**src/rtl/modulo_reconstruct_if.sv**
```systemverilog
`default_nettype none
// ============================================================================
// Module   : modulo_reconstruct_if
// Purpose  : Operand/result handshake bundle for modulo_reconstruct.
//            Carries the (q, b, r) operand triple with in_valid/in_ready and
//            the (a, overflow) result with out_valid/out_ready.
// Ports    : none (parameter WIDTH sets the operand/result width)
// Modports : master - producer/consumer side (drives operands, out_ready)
//            slave  - reconstruct unit side (drives in_ready and results)
// Revision : 1.0 - initial release
// ============================================================================
interface modulo_reconstruct_if #(
  parameter int WIDTH = 32
);
  logic             in_valid;
  logic             in_ready;
  logic [WIDTH-1:0] q;
  logic [WIDTH-1:0] b;
  logic [WIDTH-1:0] r;
  logic             out_valid;
  logic             out_ready;
  logic [WIDTH-1:0] a;
  logic             overflow;

  modport master (
    output in_valid, q, b, r, out_ready,
    input  in_ready, out_valid, a, overflow
  );

  modport slave (
    input  in_valid, q, b, r, out_ready,
    output in_ready, out_valid, a, overflow
  );
endinterface
`default_nettype wire

```
**src/rtl/modulo_reconstruct.sv**
```systemverilog
`default_nettype none
// ============================================================================
// Module   : modulo_reconstruct
// Purpose  : Iterative shift-add unit rebuilding the dividend a = q*b + r
//            from quotient, divisor and remainder. One operation at a time.
// Ports    : clk  - clock, all state updates on rising edge
//            rst  - asynchronous active-high reset
//            bus  - modulo_reconstruct_if.slave (in_valid/in_ready, q, b, r,
//                   out_valid/out_ready, a, overflow)
// Config   : MODULO_RECONSTRUCT_EARLY_EXIT_EN - when defined, the multiply
//            loop stops as soon as the remaining multiplier bits are zero.
// Revision : 1.0 - initial release
// ============================================================================
module modulo_reconstruct #(
  parameter int WIDTH = 32
) (
  input  wire                 clk,
  input  wire                 rst,
  modulo_reconstruct_if.slave bus
);
  localparam int                 c_CNT_W    = (WIDTH > 1) ? $clog2(WIDTH) : 1;
  localparam logic [c_CNT_W-1:0] c_CNT_LAST = c_CNT_W'(WIDTH - 1);
  localparam logic [c_CNT_W-1:0] c_CNT_ONE  = c_CNT_W'(1);

  typedef enum logic [1:0] {
    S_IDLE = 2'd0,
    S_MUL  = 2'd1,
    S_DONE = 2'd2
  } state_t;

  state_t                 r_state;
  state_t                 w_state_next;
  logic [WIDTH-1:0]       r_mplier;
  logic [2*WIDTH-1:0]     r_mcand;
  logic [2*WIDTH:0]       r_acc;
  logic [c_CNT_W-1:0]     r_cnt;
  logic [WIDTH-1:0]       r_a;
  logic                   r_overflow;
  logic                   r_out_valid;

  logic                   w_accept;
  logic                   w_mul_last;
  logic [2*WIDTH:0]       w_acc_next;
  logic [WIDTH-1:0]       w_mplier_next;

  assign w_accept      = (r_state == S_IDLE) && bus.in_valid;
  assign w_acc_next    = r_mplier[0] ? (r_acc + {1'b0, r_mcand}) : r_acc;
  assign w_mplier_next = r_mplier >> 1;

  // The accumulator has one guard bit above 2*WIDTH so the final carry of
  // q*b + r is never lost; any set bit from WIDTH upward means overflow.
`ifdef MODULO_RECONSTRUCT_EARLY_EXIT_EN
  assign w_mul_last = (r_cnt == c_CNT_LAST) || (w_mplier_next == '0);
`else
  assign w_mul_last = (r_cnt == c_CNT_LAST);
`endif

  // State register
  always_ff @(posedge clk or posedge rst) begin
    if (rst) begin
      r_state <= S_IDLE;
    end else begin
      r_state <= w_state_next;
    end
  end

  // Next-state decode
  always_comb begin
    w_state_next = r_state;
    case (r_state)
      S_IDLE:  if (w_accept)      w_state_next = S_MUL;
      S_MUL:   if (w_mul_last)    w_state_next = S_DONE;
      S_DONE:  if (bus.out_ready) w_state_next = S_IDLE;
      default:                    w_state_next = S_IDLE;
    endcase
  end

  // Datapath and registered outputs
  always_ff @(posedge clk or posedge rst) begin
    if (rst) begin
      r_mplier    <= '0;
      r_mcand     <= '0;
      r_acc       <= '0;
      r_cnt       <= '0;
      r_a         <= '0;
      r_overflow  <= 1'b0;
      r_out_valid <= 1'b0;
    end else begin
      // out_valid mirrors "state is DONE" but as a flop of its own
      r_out_valid <= (w_state_next == S_DONE);
      case (r_state)
        S_IDLE: begin
          if (w_accept) begin
            r_mplier <= bus.q;
            r_mcand  <= {{WIDTH{1'b0}}, bus.b};
            r_acc    <= {{(WIDTH+1){1'b0}}, bus.r};
            r_cnt    <= '0;
          end
        end
        S_MUL: begin
          r_acc    <= w_acc_next;
          r_mplier <= w_mplier_next;
          r_mcand  <= r_mcand << 1;
          r_cnt    <= r_cnt + c_CNT_ONE;
          // Results are captured from the final partial sum directly so they
          // are valid in the same cycle out_valid rises.
          if (w_mul_last) begin
            r_a        <= w_acc_next[WIDTH-1:0];
            r_overflow <= |w_acc_next[2*WIDTH:WIDTH];
          end
        end
        default: ;
      endcase
    end
  end

  assign bus.in_ready  = (r_state == S_IDLE);
  assign bus.out_valid = r_out_valid;
  assign bus.a         = r_a;
  assign bus.overflow  = r_overflow;
endmodule
`default_nettype wire

```
**src/flat_wrapper.sv**
```systemverilog
// flat-port wrapper written by rule: the top's interface ports become plain ports
module modulo_reconstruct_flat 
#(
  parameter int WIDTH = 32
)
  (clk, rst, bus_in_valid, bus_q, bus_b, bus_r, bus_out_ready, bus_in_ready, bus_out_valid, bus_a, bus_overflow);
  modulo_reconstruct_if #(.WIDTH(WIDTH)) bus_i ();
  input  wire clk;
  input  wire rst;
  input wire logic [$bits(bus_i.in_valid)-1:0] bus_in_valid;
  input wire logic [$bits(bus_i.q)-1:0] bus_q;
  input wire logic [$bits(bus_i.b)-1:0] bus_b;
  input wire logic [$bits(bus_i.r)-1:0] bus_r;
  input wire logic [$bits(bus_i.out_ready)-1:0] bus_out_ready;
  output wire logic [$bits(bus_i.in_ready)-1:0] bus_in_ready;
  output wire logic [$bits(bus_i.out_valid)-1:0] bus_out_valid;
  output wire logic [$bits(bus_i.a)-1:0] bus_a;
  output wire logic [$bits(bus_i.overflow)-1:0] bus_overflow;
  assign bus_i.in_valid = bus_in_valid;
  assign bus_i.q = bus_q;
  assign bus_i.b = bus_b;
  assign bus_i.r = bus_r;
  assign bus_i.out_ready = bus_out_ready;
  assign bus_in_ready = bus_i.in_ready;
  assign bus_out_valid = bus_i.out_valid;
  assign bus_a = bus_i.a;
  assign bus_overflow = bus_i.overflow;
  modulo_reconstruct #(.WIDTH(WIDTH)) u_core (.clk(clk), .rst(rst), .bus(bus_i));
endmodule
```
**config.mk**
```make
export PLATFORM = sky130hd
export DESIGN_NAME = modulo_reconstruct_flat
export DESIGN_NICKNAME = d
export VERILOG_FILES = /design/src/rtl/modulo_reconstruct_if.sv /design/src/rtl/modulo_reconstruct.sv /design/src/flat_wrapper.sv
export SDC_FILE = /design/constraint.sdc
export NUM_CORES = 1
export LEC_CHECK = 0
export CAP_MARGIN = 20
export CORE_ASPECT_RATIO = 1.4
export CORE_MARGIN = 1.5
export CORE_UTILIZATION = 30
export DETAILED_ROUTE_END_ITERATION = 8
export GPL_TIMING_DRIVEN = 0
export PLACE_DENSITY = 0.53
export REMOVE_ABC_BUFFERS = 1
export SLEW_MARGIN = 40
export SYNTH_ARGS = -nofsm -noshare
export SYNTH_HDL_FRONTEND = slang
export SYNTH_SLANG_ARGS = --single-unit
export TNS_END_PERCENT = 10
```
**constraint.sdc**
```tcl
create_clock -name clk -period 15.4 [get_ports clk]
set_clock_uncertainty 0.15 [all_clocks]
set_input_delay 3.08 -clock clk [delete_from_list [all_inputs] [get_ports clk]]
set_output_delay 3.08 -clock clk [all_outputs]
set_load 0.05 [all_outputs]
```
After elaboration in Yosys (flattened, before gate mapping)
Index checks and enable logic that the tools add are counted.

storage, ports and cells
  word-level logic and storage cells = 34
  bits in registers = 202
  output and inout bits = 35
  bits of input ports = 100

operators by class
  add/subtract/negate cells = 2
  mux-type cells = 13
  reductions and logical operators = 6
  eq/ne operators = 5

operators with widths
  kind                                                   number
  two-way mux 65 bit                                     2
  one-hot mux 65 bit (2 select lines)                    1
  one-hot mux 64 bit (2 select lines)                    1
  adder 65 x 64 -> 65 bit                                1
  two-way mux 64 bit                                     1
  one-hot mux 32 bit (2 select lines)                    1
  OR reduction 33 bit                                    1
  two-way mux 32 bit                                     1
  one-hot mux 5 bit (2 select lines)                     1
  two-way mux 2 bit                                      3
  one-hot mux 2 bit (3 select lines)                     1
  adder 5 x 1 -> 5 bit, second input constant            1
  equality test 5 bit, second input constant             1
  two-way mux 5 bit                                      1
  equality test 2 bit, second input constant             2
  AND reduction 2 bit                                    2
  equality test 2 x 1 -> 1 bit, second input constant    1
  zero test 2 bit                                        1
  inequality test 2 x 1 -> 1 bit, second input constant  1
  nonzero test 2 bit                                     1
  logical AND 1 bit                                      1

Logic depth before layout (Yosys ltp)
  depth after elaboration = 5
  depth in mapped cells = 13

Worst setup path after synthesis
OpenSTA, ideal clock, no wires.

  path kind = in2reg
  start = input port bus_in_valid
  end = register u_core.r_acc[11]
  arrival time = 4187 ps
  cell stages on the path = 6
  path slack = 10980 ps
  path buffers = 2
  setup time = 83 ps
  data required time = 15167 ps
  cells stage by stage = and2_1 clkbuf_1 nor2_1 clkbuf_1 a22oi_1 o21ai_0

between the ends
  longest elaborated chain between the ends = 3

RTL lines
  what                                             line                       text
  start, declared                                  flat_wrapper.sv:10         input wire logic [$bits(bus_i.in_valid)-1:0] bus_in_valid;
  logical AND 1 bit                                modulo_reconstruct.sv:46   assign w_accept = (r_state == S_IDLE) && bus.in_valid;
  inequality test 2 x 1 -> 1 bit (no source line)  --
  AND reduction 2 bit (no source line)             --
  end signal, assigned                             modulo_reconstruct.sv:96   r_acc <= {{(WIDTH+1){1'b0}}, bus.r};
  end signal, assigned                             modulo_reconstruct.sv:101  r_acc <= w_acc_next;
  end, declared                                    modulo_reconstruct.sv:35   logic [2*WIDTH:0] r_acc;

No other way between the ends.
A chain may end at the register's enable or synchronous reset.

Worst setup path in the final report
  start = register u_core.r_state[0]
  end = output port bus_in_ready

between the ends
  longest elaborated chain between the ends = 1

RTL lines
  what                    line                       text
  start, declared         modulo_reconstruct.sv:31   state_t r_state;
  start signal, assigned  modulo_reconstruct.sv:63   r_state <= w_state_next;
  zero test 2 bit         modulo_reconstruct.sv:117  assign bus.in_ready = (r_state == S_IDLE);
  end, declared           flat_wrapper.sv:15         output wire logic [$bits(bus_i.in_ready)-1:0] bus_in_ready;

No other way between the ends.

==> results.toml <==
[layout]
synthToLayoutAreaGrowth_pct = 21.60
drive_gt1_share_pct = 4.559
diodes = 0
final_util_pct = 37.18
nets = 1862
finalInstanceArea_mm2 = 0.01573

[synth]
synth_mux_area_share_pct = 2.099
synth_area_leader_cell = "dfrtp_1"
synth_common_cells = "353 x nand2_1, 202 x dfrtp_1, 171 x o21ai_0"
synth_flop_cell = "dfrtp_1"
synthAdderAreaFrac_pct = 6.538
synth_compound_area_share_pct = 24.75
netlist_top_cells_area = "dfrtp_1 39%, nand2_1 10%, o21ai_0 6.6%, ha_1 6.4%, a21oi_1 4.4%"
ys_seq_elements = 202
yosysMostFrequentCell = "nand2_1"
ys_warn_count = 0
synthSimpleGateAreaFrac_pct = 20.90
yosysTopAreaCellShare_pct = 39.07
synthCells = 1614
synth_top_family_by_area = "compound AO/OA/AOI/OAI gates"
synth_xor_area_share_pct = 3.317
netlist_area_mm2 = 0.01294
yosysSeqAreaShare_pct = 39.07
async_flop_share_pct = 100.0
avgSynthCellArea_um2 = 8.016
synth_edf_count = 0
yosysUniqueCellTypes = 69

[sta]
max_slew_margin_pct = 50.31
fin_crit_sh_pct = 34.90
slew_violations = 0
hold_violations = 0
timing_worst_slew_pin_value_ns = 0.7385
finalCriticalPeriod_ns = 5.375
clock.fmax_ghz = 0.1860
fin_setup_tns_ns = 0
rsz0062_at_grt = "no"
hold_slack_ns = 0.3306
finalSetupViolCount = 0

[detailed_routing]
wl_per_cell_um = 19.13
viasPerCell = 5.397
postRouteAntennaNets = 0
drt_first_pass_iters = 5
drt_iter0_drc = 719
vias = 12180
drcViolationCount = 0
routed_wl_um = 43180

[clock_tree]
htreeDepth = 1
cts_resized = 0
cts_buffer_depth = 3
cts_tree = "done"
cts_buffers = 23
clk_pin_slew_ns = 0.06
clock-sinks = 202
root_buffer = "clkbuf_16"
postCtsSetupBuffers = 0
postCtsHoldBufs = 0
clock_latency_ns = 0.53

[grt]
grt_pass1_vias = 12320
grt.overflow.total = 0
grt_pass1_wl_um = 68750
track_usage_pct = 19.51
grt_max_degree = 77
grt_antenna_before_repair = 0

[die]
die_x_um = 178.5
chipHeight_um = 248.7
core_area_mm2 = 0.04232
start_util_pct = 30.57
io_pins = 135
dieArea_mm2 = 0.04440
fp-row-count = 89

[worst_setup_path]
path_cells = "nor2_1 > clkdlybuf4s50_1"
critical_path_class = "reg -> out"
cp_slowest_stage_delay_ns = 0.88
crit_fanout = 5
required_ns = 12.17
cp-start-kind = "register"
slowest_stage = "clkdlybuf4s50_1"
endpoint_kind = "output port"
crit_buf_inv = 1
cp.arrival_ns = 2.15
crit_family = "buffers and inverters"

[outcome]
status = "completed"

[min_path]
hp-class = "reg -> reg"

[run]
cap_violations = 0

[placed_design]
gp_congestion = 0.9162
io_buffers = 134
dpl_cell_area_mm2 = 0.01503
dpl.hpwl_um = 32260
==> worst paths after layout <==
check / from / endpoint / slack, ns / cells after the start
hold reg to reg: u_core.bus.a[0]$_DFFE_PP0P_ / u_core.bus.a[0]$_DFFE_PP0P_ / 0.33 / 2
hold / removal: u_core.bus.a[0]$_DFFE_PP0P_ / u_core.bus.a[0]$_DFFE_PP0P_ / 0.33 / 2
setup / recovery: u_core.r_state[0]$_DFF_PP0_ / bus_in_ready / 10.02 / 2
min in group asynchronous: rst / u_core.r_mcand[5]$_DFFE_PP0P_ / 2.85 / 2
max in group asynchronous: rst / u_core.r_mplier[0]$_DFFE_PP0P_ / 11.42 / 3
setup reg to reg: u_core.r_mcand[0]$_DFFE_PP0P_ / u_core.bus.overflow$_DFFE_PP0P_ / 10.98 / 13
==> layout by cell type (no fill, tap or decap), drive strengths merged, types with 9 or more instances in the layout <==
master and instances:
o21bai 9, nand4 27, nand2 353, clkdlybuf4s50 134, o21ai 181, o211ai 16
inv 19, clkbuf 34, a22o 10, xor2 18, mux2i 26, xnor2 31
nor3 26, nand2b 10, a31oi 72, buf 17, a22oi 26, a21oi 115
nor2 141, dfrtp 202, and3 12, o21a 17, a21o 10, ha 66
nand3 29
==> worst reg2reg max path, delay by kind of cell, from the launching register on <==
kind                       cells  cell delay, ns
adders and majority gates      2            0.67
DFF                            1            0.41
and+or+nand+nor                3            0.91
xor gates and xnor gates       1            0.20
AOI/OAI and AO/OA              7            1.98
==> sequential cells by signal, indices dropped and copies added (netlist names) <==
signal / count
u_core.r_cnt: 5
u_core.r_mplier: 32
u_core.r_acc: 65
u_core.r_state: 2
u_core.bus.overflow: 1
u_core.bus.a: 32
u_core.bus.out_valid: 1
u_core.r_mcand: 64
==> metrics by stage <==
step / worst slack (ns) / cells
2_1_floorplan: 6.659 / 1519
3_3_place_gp: 3.161 / 2199
3_5_place_dp: 9.706 / 2216
4_1_cts: 9.996 / 2257
5_1_grt: 9.976 / 2257
6_report: 10.02 / 2257
==> per-layer routing <==
| metal | track usage, % | share of wire [%] | vias to the layer above |
|---|---|---|---|
| li1 | - | - | 5945 |
| met3 | 2.885 | 4.4 | 81 |
| met1 | 23.54 | 41 | 5887 |
| met5 | 0 | 0 | - |
| met2 | 34.34 | 51 | 269 |
| met4 | 7.714 | 4.0 | 0 |
==> area by class of cell <==
type                    instances  area (um^2)
well taps                     546        683.2
inverters                      19        81.33
repair buffers                151         1684
fillers                      4426        26580
clock buffers                  34        636.9
flip-flops and latches        202         5059
clock inverters                 7        65.06
multi-input cells            1298         7522
==> cell families after synthesis <==
| logic type | after synthesis |
|---|---|
| AND/OR/NAND/NOR | 636 |
| XOR/XNOR | 49 |
| flip-flops | 202 |
| multiplexers | 27 |
| AO/OA/AOI/OAI | 519 |
| adder cells (fa/ha/maj) | 67 |
| buffers and inverters | 114 |
Power is not shown: default switching activity piles up to over one toggle a cycle in this logic, so the estimate is an artifact.
